## src/rtl/multichan_edge_detect_veto.sv

```systemverilog
// -----------------------------------------------------------------------------
// multichan_edge_detect_veto
//
// Multi-channel photon edge detector with a programmable dead-time veto and
// per-channel hit/veto counters. Each asynchronous discriminator input is
// synchronised and rising-edge detected. An edge is suppressed when an earlier
// edge falls inside the window selected by veto_mask. That earlier edge may be
// on the same channel, or on any channel when veto_global is set. Accepted
// edges appear on det as a registered one-cycle pulse.
//
// Ports
//   clk          sole clock, rising edge
//   reset        synchronous, active-high; clears sync, history, det, counters
//   pulse_in     [NCHAN]        asynchronous photon pulses, any length
//   enable       1 = detect edges, 0 = ignore edges (sync chains keep running)
//   veto_mask    [VETO_DEPTH]   bit k: veto edges k+1 cycles after a prior edge
//   veto_global  0 = per-channel history, 1 = OR of all channels' history
//   clear_cnt    synchronous clear of all counters (wins over increments)
//   det          [NCHAN]        one-cycle detection pulse per channel
//   hit_cnt      [NCHAN*CNT_W]  saturating accepted-edge counts, ch c at
//                               [c*CNT_W +: CNT_W]
//   veto_cnt     [NCHAN*CNT_W]  saturating vetoed-edge counts, same packing
// -----------------------------------------------------------------------------
module multichan_edge_detect_veto #(
    parameter int NCHAN       = 4,
    parameter int VETO_DEPTH  = 3,
    parameter int SYNC_STAGES = 2,
    parameter int CNT_W       = 16
) (
    input  logic                     clk,
    input  logic                     reset,
    input  logic [NCHAN-1:0]         pulse_in,
    input  logic                     enable,
    input  logic [VETO_DEPTH-1:0]    veto_mask,
    input  logic                     veto_global,
    input  logic                     clear_cnt,
    output logic [NCHAN-1:0]         det,
    output logic [NCHAN*CNT_W-1:0]   hit_cnt,
    output logic [NCHAN*CNT_W-1:0]   veto_cnt
);

    // Synchroniser chain per channel; bit 0 is the first flop and
    // bit SYNC_STAGES-1 is the last, metastability-safe stage.
    logic [SYNC_STAGES-1:0] sync_q [NCHAN];
    logic [NCHAN-1:0]       sync_d;

    // Edge history per channel: hist[c][k] = raw edge k+1 cycles ago.
    logic [VETO_DEPTH-1:0]  hist [NCHAN];
    logic [VETO_DEPTH-1:0]  hist_any;

    logic [NCHAN-1:0]       raw;
    logic [NCHAN-1:0]       veto;
    logic [NCHAN-1:0]       accept;
    logic [NCHAN-1:0]       reject;

    logic [CNT_W-1:0]       hit_q  [NCHAN];
    logic [CNT_W-1:0]       veto_q [NCHAN];

    // -------------------------------------------------------------------------
    // Input synchronisation and one-cycle delay of the synchronised level
    // -------------------------------------------------------------------------
    always_ff @(posedge clk) begin
        if (reset) begin
            for (int unsigned c = 0; c < NCHAN; c++) begin
                sync_q[c] <= '0;
            end
            sync_d <= '0;
        end else begin
            for (int unsigned c = 0; c < NCHAN; c++) begin
                sync_q[c] <= {sync_q[c][SYNC_STAGES-2:0], pulse_in[c]};
                sync_d[c] <= sync_q[c][SYNC_STAGES-1];
            end
        end
    end

    // -------------------------------------------------------------------------
    // Edge detection and veto decision
    // -------------------------------------------------------------------------
    always_comb begin
        hist_any = '0;
        raw      = '0;
        veto     = '0;
        for (int unsigned c = 0; c < NCHAN; c++) begin
            hist_any = hist_any | hist[c];
        end
        // Only history is consulted, so simultaneous edges on different
        // channels never veto each other, even in global mode.
        for (int unsigned c = 0; c < NCHAN; c++) begin
            raw[c]  = enable & sync_q[c][SYNC_STAGES-1] & ~sync_d[c];
            veto[c] = |(veto_mask & (veto_global ? hist_any : hist[c]));
        end
    end

    assign accept = raw & ~veto;
    assign reject = raw & veto;

    // -------------------------------------------------------------------------
    // Edge history (every raw edge enters, vetoed or not) and det register.
    // Written as a per-bit shift so VETO_DEPTH = 1 needs no special case.
    // -------------------------------------------------------------------------
    always_ff @(posedge clk) begin
        if (reset) begin
            for (int unsigned c = 0; c < NCHAN; c++) begin
                hist[c] <= '0;
            end
            det <= '0;
        end else begin
            for (int unsigned c = 0; c < NCHAN; c++) begin
                for (int unsigned k = 1; k < VETO_DEPTH; k++) begin
                    hist[c][k] <= hist[c][k-1];
                end
                hist[c][0] <= raw[c];
            end
            det <= accept;
        end
    end

    // -------------------------------------------------------------------------
    // Saturating counters; a clear in the same cycle as an event drops it.
    // -------------------------------------------------------------------------
    always_ff @(posedge clk) begin
        if (reset || clear_cnt) begin
            for (int unsigned c = 0; c < NCHAN; c++) begin
                hit_q[c]  <= '0;
                veto_q[c] <= '0;
            end
        end else begin
            for (int unsigned c = 0; c < NCHAN; c++) begin
                if (accept[c] && (hit_q[c] != '1)) begin
                    hit_q[c] <= hit_q[c] + CNT_W'(1);
                end
                if (reject[c] && (veto_q[c] != '1)) begin
                    veto_q[c] <= veto_q[c] + CNT_W'(1);
                end
            end
        end
    end

    // -------------------------------------------------------------------------
    // Output packing
    // -------------------------------------------------------------------------
    always_comb begin
        hit_cnt  = '0;
        veto_cnt = '0;
        for (int unsigned c = 0; c < NCHAN; c++) begin
            hit_cnt[c*CNT_W +: CNT_W]  = hit_q[c];
            veto_cnt[c*CNT_W +: CNT_W] = veto_q[c];
        end
    end

endmodule

```

## config.mk

```make
export PLATFORM = sky130hd
export DESIGN_NAME = multichan_edge_detect_veto
export DESIGN_NICKNAME = d
export VERILOG_FILES = /design/src/rtl/multichan_edge_detect_veto.sv
export SDC_FILE = /design/constraint.sdc
export NUM_CORES = 1
export LEC_CHECK = 0
export CAP_MARGIN = 15
export CELL_PAD_IN_SITES_DETAIL_PLACEMENT = 1
export CELL_PAD_IN_SITES_GLOBAL_PLACEMENT = 2
export CORE_MARGIN = 4
export CORE_UTILIZATION = 30
export CTS_CLUSTER_SIZE = 25
export DETAILED_ROUTE_END_ITERATION = 6
export HOLD_SLACK_MARGIN = 0.02
export PLACE_DENSITY = 0.75
export RECOVER_POWER = 100
export SLEW_MARGIN = 25
export SYNTH_ARGS = -nofsm -noshare
export SYNTH_HDL_FRONTEND = slang
export SYNTH_SLANG_ARGS = --single-unit
```

## constraint.sdc

```tcl
create_clock -name clk -period 2.8 [get_ports clk]
set_input_delay 0.28 -clock clk [delete_from_list [all_inputs] [get_ports clk]]
set_output_delay 0.28 -clock clk [all_outputs]
set_load 0.005 [all_outputs]
```

Yosys cells after proc, flatten, opt, wreduce, memory -nomap -nowiden
Memories as Yosys holds them, arrays and structs flattened.
Index checks and enable logic that the tools add are counted.

cells by class
  add/subtract/negate cells = 8
  reductions and logical operators = 13
  eq/ne operators = 8
  multiplexer cells = 57
  bitwise logic cells = 46

operators by type and width
  cell                                           number
  adder 16 x 1 -> 16 bit, second input constant  8
  two-way mux 16 bit                             8
  inequality test 16 bit, second input constant  8
  two-way mux 1 bit                              41
  bitwise OR 1 bit                               24
  AND 3 bit                                      4
  two-way mux 3 bit                              4
  OR reduction 3 bit                             4
  bitwise OR 3 bit                               3
  AND 1 bit                                      8
  AND 4 bit                                      2
  logical AND 1 bit                              8
  two-way mux 2 bit                              4
  inverter 1 bit                                 4
  inverter 4 bit                                 1
  logical OR 1 bit                               1

storage, ports and cells
  memory bits (writable) = 148
  memories kept = 4
  word-level logic and storage cells = 138
  input port bits = 12
  output and inout bits = 132
  register bits after elaboration = 8

memory list
  memory  depth  width  read ports  clocked after Yosys merged registers in  wr ports  line  RTL
  hit_q   4      16     4           0                                        4         56    logic [CNT_W-1:0] hit_q [NCHAN];
  veto_q  4      16     4           0                                        4         57    logic [CNT_W-1:0] veto_q [NCHAN];
  hist    4      3      4           0                                        4         48    logic [VETO_DEPTH-1:0] hist [NCHAN];
  sync_q  4      2      4           0                                        4         44    logic [SYNC_STAGES-1:0] sync_q [NCHAN];

Logic depth before layout (Yosys ltp)
Gate-level depths: netlist of run 1.
An unclocked memory read counts as a cell.

  depth after elaboration = 14
  gate-level depth with buffers = 7
  mapped depth without buffers = 5

Least setup slack after synthesis of run 1
Ideal clock, no wire load.

  path type = register to register
  start point = mem hist[2][0]
  end point = mem hit_q[0][0], enable pin
  setup time = 0.411 ns
  arrival time = 2.608 ns
  stages on the path, launching flop included = 6
  period minus slack after synthesis = 3.019 ns
  buffers on the path = 1
  data required time = 2.389 ns
  path slack = -0.219 ns
  path through = dfxtp_1 > nor4_2 > o22ai_1 > buf_2 > or3_2 > o21ai_0

RTL lines
  what             line
  start, declared  48
  end, declared    56

==> results.md, run 1 <==
* Number of distinct library cells after synthesis at 50
* Clk sinks at 156
* Top FF cell, synth: edfxtp_1
* Depth of the CTS H-tree at 4
* Vias in the first global route at ~6,400
* Syn. warnings at 0
* Final setup viols at 0
* Routed Antenna Nets at 0
* Die area at 29,300 um2
* P&R area growth vs syn at 30.2%
* WL final at 21,400 um
* Data required, critical path at 2870 ps
* Initial antenna violation count at 0
* Crit-path leading delay family: simple AND/OR/NAND/NOR gates
* Share of cells above drive strength 1 at 7.46%
* Comb power frac at 6.3%
* Slowest-stage cell, CP: clkbuf_2
* Fin nets at a little over 900
* Total of max-cap violations at 0
* CP cell instances: nor4_1 -> o22ai_1 -> clkbuf_1 -> or2_2 -> o31ai_1 -> clkbuf_2
* Mapped Cells at 733
* Synthesized Nets at 753
* Number of vias per cell at approximately 5.0
* # DRC at 0
* CTS tree: yes
* Crit path buf inv count at 2
* Tightest Pin Transition at ~1300 ps
* Outcome: completed
* Detailed Place HPWL at 15,300 um
* Clk_lat worst skew at approximately 420 ps
* Max VDD drop at 0.228 mV
* Period minus WS final at 2510 ps
* Die width at about 170 um
* Pins over their slew limit at 0
* PwrDens at 519 nW/um2
* Crit end category: flop
* Routability cong. at 0.739
* Internal power at 4.18 mW
* Crit start category: flop
* Crit path DAT at 2580 ps
* DRT Pass-1 Iters at 4
* Flops & latches, synth at 156
* Seq/Total Area, Yosys at 55.2%
* Placed Instance Area at 9920 um2
* Asr flop ratio synth at 0%
* Synth Cell Area at 7980 um2
* Hold_buf cts at 0
* Pin count of the biggest net entering global routing at 29
* Worst slew margin at 16.2%
* Post-synth EDFFs at 128
* RSZ-0062 raised after global routing: no
* Final period util at 89.7%
* Net load switching power at 1.21 mW
* Min-delay worst type: in -> reg
* F_max at 0.398 GHz
* Final cell count without fillers at 1,247
* Core area at 26,100 um2
* Post-CTS Setup Inserts at 0
* Cell row count at 59
* Starting Density at 30.5%
* First-pass GRT wire length at 34,700 um
* Crit Path Category: reg -> reg
* Leakage at roughly 3.6 nW
* Input/output buffers at 143
* Hold Vio Cnt, Final at 0
* Placed cells at 1,215
* Fin Setup TNS at 0 ps
* Max FO, Critical Path at 16
* Cts bufs inserted at 17
* Register share of total power at 50.5%
* Initial DRC count at about 360
* DR WL/cell at 17.1 um
* Clock Skew at 10.6 ps
* Tot Pwr at 5.39 mW
* CP peak stage delay at 420 ps
* Synthesized area per cell at around 11 um2
* I/O pin count at 144
* Vias at 6,203
* CTS root buf: clkbuf_16
* Maximum clock insertion buffer count at 2
* Switch share at roughly 22%
* Total track usage at 14.7%
* Grt total ovfl at 0
* Clock Power Share at 43.2%
* Worst-path clk slew at 60 ps
* Ant. Diodes at 0
* Final instance area at around 10,000 um2
* Gates resized, CTS repair at 0
* Die Ht at 171 um
## synth_stat cells (all sizes together) (9+ instances only)
| master | instances | area (um2) |
|---|---|---|
| o21ai | 25 | 133 |
| clkbuf | 11 | 41.3 |
| edfxtp | 128 | 3840 |
| or3 | 12 | 76.3 |
| nand3 | 43 | 215 |
| nor3 | 69 | 385 |
| a21oi | 10 | 53.8 |
| nor2 | 83 | 314 |
| nor2b | 21 | 131 |
| xor2 | 40 | 350 |
| xnor2 | 58 | 508 |
| and4 | 9 | 78.8 |
| inv | 21 | 78.8 |
| nand2 | 30 | 115 |
| nand4 | 34 | 219 |
| dfxtp | 28 | 561 |
| buf | 12 | 88.8 |
| nor4 | 22 | 171 |
| and3 | 14 | 87.6 |
## per-stage QoR
| step | setup WS (ps) | utilization [%] | hold WS (ps) |
|---|---|---|---|
| global placement | 365 | 37.9 | 416 |
| CTS | 433 | 40.2 | 401 |
| floorplan | 191 | - | 408 |
| global route | 154 | 39.7 | 405 |
| finish | 289 | 39.7 | 422 |
| detailed placement | 370 | 37.9 | 428 |
## worst reg2reg max path, stage by stage, from the launching register on
cell      delay (ps)
dfxtp_1          340
nor4_1           400
o22ai_1          150
clkbuf_1         220
or2_2            350
o31ai_1          290
clkbuf_2         420
## cell families (layout without fill, tap and decap cells)
family          after synthesis  after routing  share of synthesized area (%)
compound gates               61             61                           4.86
xor+xnor                     98             98                           10.8
fa+ha+maj                     8              8                           1.25
buf+inv                      44            223                           2.62
flops                       156            156                           55.2
simple gates                366            366                           25.3
## final cells by class
| cell class | count | area, um2 |
|---|---|---|
| Inverter | 21 | 78.8 |
| Tap cell | 335 | 419 |
| Multi-Input combinational cell | 533 | 3310 |
| Timing Repair Buffer | 170 | 1590 |
| Sequential cell | 156 | 4400 |
| Clock buffer | 19 | 433 |
| Fill cell | 2916 | 15700 |
| Clock inverter | 13 | 150 |
## power groups by stage
stage	logic (mW)	clock network (mW)	registers [mW]
final	0.340	2.33	2.72
after CTS	0.388	2.40	2.73
after detailed placement	0.384	0	2.78
after global routing	0.375	2.50	2.74
after floorplan	0.142	0	2.75
after global placement	0.382	0	2.77
## cells in the final DEF (no fill, tap or decap), types with 9 or more instances in the layout
cell type	n
clkbuf_1	9
dfxtp_1	28
edfxtp_1	128
or3_1	11
nor2b_1	21
nand2_1	29
inv_1	21
nor4_1	20
dlygate4sd3_1	134
xnor2_1	58
clkbuf_16	17
nand4_1	33
and4_1	9
nor2_1	82
and3_1	14
buf_4	13
nand3_1	43
a21oi_1	10
xor2_1	40
nor3_1	68
o21ai_0	23
clkdlybuf4s50_1	9
## path summary, 6_finish.rpt
kind | from | end | slack (ps) | depth (start not counted)
worst max-delay path | hist[2][0] | hit_q[0][38] | 290 | 6
worst min-delay path | pulse_in[2] | sync_q[2][0] | 420 | 2
worst max register to register | hist[2][0] | hit_q[0][38] | 290 | 6
worst min register to register | sync_q[0][0] | sync_q[0][1] | 440 | 1
## flip-flops by register name, indices dropped and copies added (netlist names)
signal,cells
hist,12
det,4
sync_q,8
sync_d,4
hit_q,64
veto_q,64
## metal layers
layer / vias to the layer above / global-route usage, % / part of all wire (%)
li1: 3038 / - / -
met5: - / 0 / 0
met2: 121 / 23.1 / 46
met4: 0 / 3.20 / 0.71
met3: 10 / 3.07 / 4.4
met1: 3034 / 21.1 / 49
No activity file was read; power rests on OpenSTA's default activity.
==> run 2, diff against run 1 <==
--- a/config.mk
+++ b/config.mk
@@ -13,7 +13,7 @@
 export CTS_CLUSTER_SIZE = 25
 export DETAILED_ROUTE_END_ITERATION = 6
 export HOLD_SLACK_MARGIN = 0.02
-export PLACE_DENSITY = 0.75
+export PLACE_DENSITY = 0.72
 export RECOVER_POWER = 100
 export SLEW_MARGIN = 25
 export SYNTH_ARGS = -nofsm -noshare
==> constraint.sdc (replaced) <==
create_clock -name clk -period 2.92 [get_ports clk]
set_input_delay 0.292 -clock clk [delete_from_list [all_inputs] [get_ports clk]]
set_output_delay 0.292 -clock clk [all_outputs]
set_load 0.005 [all_outputs]
==> run 2 against run 1 <==
First-iteration DRC count fell by 13%. Sequential power is 4% lower. Core utilization is 0.14 points lower. Register-to-register slack improved by 160 ps. Via count is 0.48% higher. Largest cell class unchanged. Highest routed layer unchanged.
==> results.md, run 2 (synthesis results as in run 1) <==
* CTS tree: yes
* Largest regs: hit_q x64, veto_q x64, hist x12
* Crit end category: flop
* Grt total ovfl at 0
* Starting Density at 30.5%
* Commonest cells after routing, fill and taps aside: dlygate4sd3_1, edfxtp_1, nor2_1
* Clk sinks at 156
* Register-to-Register Path Depth at 6
* Post-CTS Setup Inserts at 0
* Pins over their slew limit at 0
* Final instance area at 10,300 um2
* Share of cells above drive strength 1 at between 7 and 8%
* Slowest-stage cell, CP: dlygate4sd3_1
* Cts bufs inserted at 17
* Net load switching power at 1.16 mW
* Max FO, Critical Path at 16
* F_max at around 0.40 GHz
* R2R setup slack at 450 ps
* DRT Pass-1 Iters at 4
* Worst-path clk slew at 60 ps
* Hold Path Sink: sync_q[2][1]
* Hold Vio Cnt, Final at 0
* Initial DRC count at 314
* Clock Power Share at 41.1%
* Routability cong. at just under 0.8
* First-pass GRT wire length at 35,200 um
* Die area at 29,300 um2
* Crit Path Category: in -> reg
* Min-delay src: sync_q[2][0]
* Period minus WS final at approximately 2500 ps
* Vias at 6,233
* RSZ-0062 raised after global routing: no
* WL final at 21,500 um
* CP peak stage delay at 640 ps
* R2R Path End: hit_q[0][30]
* Layout fillers at 2,931
* Crit path buf inv count at 3
* CTS root buf: clkbuf_16
* Gates resized, CTS repair at 0
* Routed Antenna Nets at 0
* # DRC at 0
* Total track usage at 15.0%
* Vias in the first global route at 6,428
* Initial antenna violation count at 0
* Max VDD drop at 0.226 mV
* Tightest Pin Transition at 836 ps
* WHS Path Cells at 1
* Leakage at around 3.6 nW
* Fin util at 39.6%
* Comb power frac at 6.6%
* I/O pin count at around 140
* Worst slew margin at 44.3%
* Core area at 26,100 um2
* Fin nets at 917
* Hold_buf cts at 0
* Final setup viols at 0
* CP cell instances: dlygate4sd3_1 -> nand2_1 -> o22ai_1 -> clkbuf_1 -> o21ai_0 -> o21ai_0 -> clkbuf_2
* Crit path DAT at 2530 ps
* Final period util at 84.6%
* Internal power at 3.83 mW
* Crit start category: primary input
* P&R area growth vs syn at 29.7%
* Depth of the CTS H-tree at 4
* Cell row count at 59
* DR WL/cell at 17.3 um
* Clk_lat worst skew at 420 ps
* Detailed Place HPWL at 15,500 um
* Min-delay worst type: reg -> reg
* Fin Setup TNS at 0 ps
* Most common cell after layout, fill and taps aside: dlygate4sd3_1
* Number of vias per cell at between 4 and 5
* Register share of total power at 52.3%
* R2R Path Start: hist[2][1]
* Die width at 171 um
* Switch share at 23.2%
* Input/output buffers at 143
* Placed Instance Area at 9900 um2
* Maximum clock insertion buffer count at 2
* Data required, critical path at 2980 ps
* Total of max-cap violations at 0
* Most used cell, CP: o21ai_0
* Die Ht at 171 um
* Clock Skew at 11.9 ps
* PwrDens at 482 nW/um2
* Crit-path leading delay family: buffers and inverters
* Outcome: completed
* Pin count of the biggest net entering global routing at 20
[run 2: cell types whose count changed in the layout (fill, tap and decap cells not counted), sizes merged]
cell      before  now
clkbuf        33   30
bufinv         3    1
diode          0    2
buf           13   14
clkinv         7    8
clkinvlp       3    4
[run 2: how the worst max path moves through the flow]
| stage | to | startpoint | cells past startpoint |
|---|---|---|---|
| after floorplan | veto_q[1][0] | veto_q[1][0] | 6 |
| after global placement | hit_q[0][22] | veto_mask[0] | 6 |
| final | veto_q[0][4] | veto_mask[0] | 7 |
| after detailed placement | hit_q[0][23] | veto_mask[0] | 6 |
| after global routing | veto_q[0][6] | hist[2][1] | 6 |
| after CTS | hit_q[0][20] | hit_q[0][16] | 5 |
[run 2: metal layers]
| metal | part of all wire [%] | wire [um] | up-vias | GRT usage, % |
|---|---|---|---|---|
| li1 | - | - | 3038 | - |
| met3 | 4.3 | 929 | 12 | 2.89 |
| met4 | 0.92 | 198 | 0 | 4.13 |
| met5 | 0 | 0 | - | 0 |
| met2 | 45 | 9720 | 133 | 23.1 |
| met1 | 50 | 10700 | 3050 | 21.5 |
[run 2: power by group through the flow]
stage,logic (mW),registers (mW),clock network (mW)
2_1_floorplan,0.136,2.64,0
3_3_place_gp,0.369,2.66,0
3_5_place_dp,0.371,2.66,0
4_1_cts,0.374,2.62,2.13
5_1_grt,0.365,2.63,2.22
6_report,0.330,2.61,2.05
[run 2: final cells by class]
| class | count | area, um2 | share of cell area [%] |
|---|---|---|---|
| diodes | 2 | 5.00 | 0.0484 |
| clock buffers | 19 | 433 | 4.18 |
| clock inverters | 13 | 103 | 0.991 |
| inverters | 21 | 78.8 | 0.762 |
| multi-input cells | 533 | 3330 | 32.1 |
| flip-flops and latches | 156 | 4400 | 42.6 |
| well taps | 335 | 419 | 4.05 |
| repair buffers | 168 | 1580 | 15.3 |
[run 2: metrics by stage]
stage / instances / hold WS [ps] / power, mW / setup WS [ps]
global route: 1245 / 430 / 5.21 / 188
global placement: 1213 / 420 / 3.03 / 490
detailed placement: 1213 / 430 / 3.03 / 390
finish: 1247 / 436 / 4.99 / 449
floorplan: 733 / 414 / 2.77 / 46.7
CTS: 1245 / 419 / 5.12 / 519
==> edit: new RTL, config.mk and constraints of run 1 <==
The output `det` loses its register stage (`det` becomes a continuous assignment). Comments in the files are not updated.
--- a/src/rtl/multichan_edge_detect_veto.sv
+++ b/src/rtl/multichan_edge_detect_veto.sv
@@ -103,7 +103,6 @@
             for (int unsigned c = 0; c < NCHAN; c++) begin
                 hist[c] <= '0;
             end
-            det <= '0;
         end else begin
             for (int unsigned c = 0; c < NCHAN; c++) begin
                 for (int unsigned k = 1; k < VETO_DEPTH; k++) begin
@@ -111,9 +110,10 @@
                 end
                 hist[c][0] <= raw[c];
             end
-            det <= accept;
         end
     end
+
+    assign det = accept;
 
     // -------------------------------------------------------------------------
     // Saturating counters; a clear in the same cycle as an event drops it.
Formal check against the unedited RTL: not equivalent (Yosys sat finds a counterexample within 4 cycles, from zero or initial values and one cycle with reset high).
==> edit against run 1 <==
Critical path depth increased by 1. Setup slack worse by 0.13 ns. Combinational power fell by 2%. Sequential cell count is 4 lower. Hold slack about the same. Maximum frequency down 5.0%. Total power fell by 5.5%. Count of clock-buffer cells in the layout increased by 1. Final area decreased by 4.4%. Sequential share of layout area up 1.2 points. Area after synthesis decreased by 5.6%. Wire length shrank 12%. Via count is 8.8% lower. Cell count down 2.7%. Critical endpoint is now det[1].
==> edit: results (changes against run 1) <==
Vias per Instance - 4.66 (was 4.97)
GRT Total Usage - 13.9% (was 14.7%)
Post-Synth XOR/XNOR Area - 12.9% (was 10.8%)
Crit-path max FO - 5 (was 16)
Post-DP HPWL - 13600 microns (was 15300 microns)
R2r setup slk - 0.34 ns (was 0.29 ns)
Iteration-0 DRC count of the detailed router - 241 (was 363)
Clock tree cell share of total cell area - 5.27% (was 5.61%)
Synth cell count leaders - nor2_1, edfxtp_1, xor2_1 (was edfxtp_1, nor2_1, nor3_1)
Skew final - 0.0112 ns (was 0.0106 ns)
Combinational cell power - 334 uW (was 340 uW)
Post-Synth Adder-Cell Area - 1.33% (was 1.25%)
Critical Path Max Stage Delay - 0.52 ns (was 0.42 ns)
Outcome - completed (unchanged)
Initial antenna violation count - 4 (was 0)
FFs & Latches - 152 (was 156)
WHS Endpoint - sync_q[3][0]$_SDFF_PP0_ (was sync_q[2][0]$_SDFF_PP0_)
Reg2Reg Capture Point - hit_q[1][4]$_SDFFCE_PN0P_ (was hit_q[0][38]$_SDFFCE_PN0P_)
Leading post-synthesis cells by cell area - edfxtp_1, nor2_1, xor2_1 (was edfxtp_1, dfxtp_1, xnor2_1)
Multi-input gate share of total cell area - 30.8% (was 31.9%)
Crit path max-delay cell type - clkdlybuf4s50_1 (was clkbuf_2)
VDD IR max - 303 uV (was 228 uV)
Launch point of the worst path - hist[1][1]$_SDFF_PP0_ (was hist[2][0]$_SDFF_PP0_)
Place WS - 0.137 ns (was 0.370 ns)
Fraction of area in registers - 43.6% (was 42.4%)
Min-Delay Startpoint - pulse_in[3] (was pulse_in[2])
First-pass GRT wire length - 31800 microns (was 34700 microns)
Pin count of the biggest net entering global routing - 25 (was 29)
RR Startpoint - hist[1][1]$_SDFF_PP0_ (was hist[2][0]$_SDFF_PP0_)
edit: metrics by stage:
step	area, sq um	instances	total power, mW	utilization, %
5_1_grt	9930	1213	5.32	40.5
6_report	9930	1213	5.09	40.5
4_1_cts	9970	1209	5.22	40.6
3_5_place_dp	9450	1177	3.08	38.5
3_3_place_gp	9450	1177	3.08	38.5
2_1_floorplan	7530	707	2.82	-
edit: worst register-to-register path: cells and delay by family (launching register included):
family,cells,cell delay (ns)
compound gates,1,0.07
simple gates,4,1.62
flops,1,0.32
buf+inv,2,0.31
edit: per-layer routing:
metal	vias up	GRT usage (%)	wire length [microns]
met5	-	0	49
met3	21	3.74	966
met2	119	22.0	8590
met1	2699	19.1	9090
met4	8	3.52	197
li1	2808	-	-
edit: logic make-up after synthesis:
group           Yosys count
buf+inv                  32
xor+xnor                111
fa+ha+maj                 8
compound gates           29
simple gates            375
flops                   152
edit: repair_timing:
action | CTS | global route
buffers inserted | 0 | 4
gates resized for setup | 0 | 0
endpoints found under the setup margin | 0 | 1
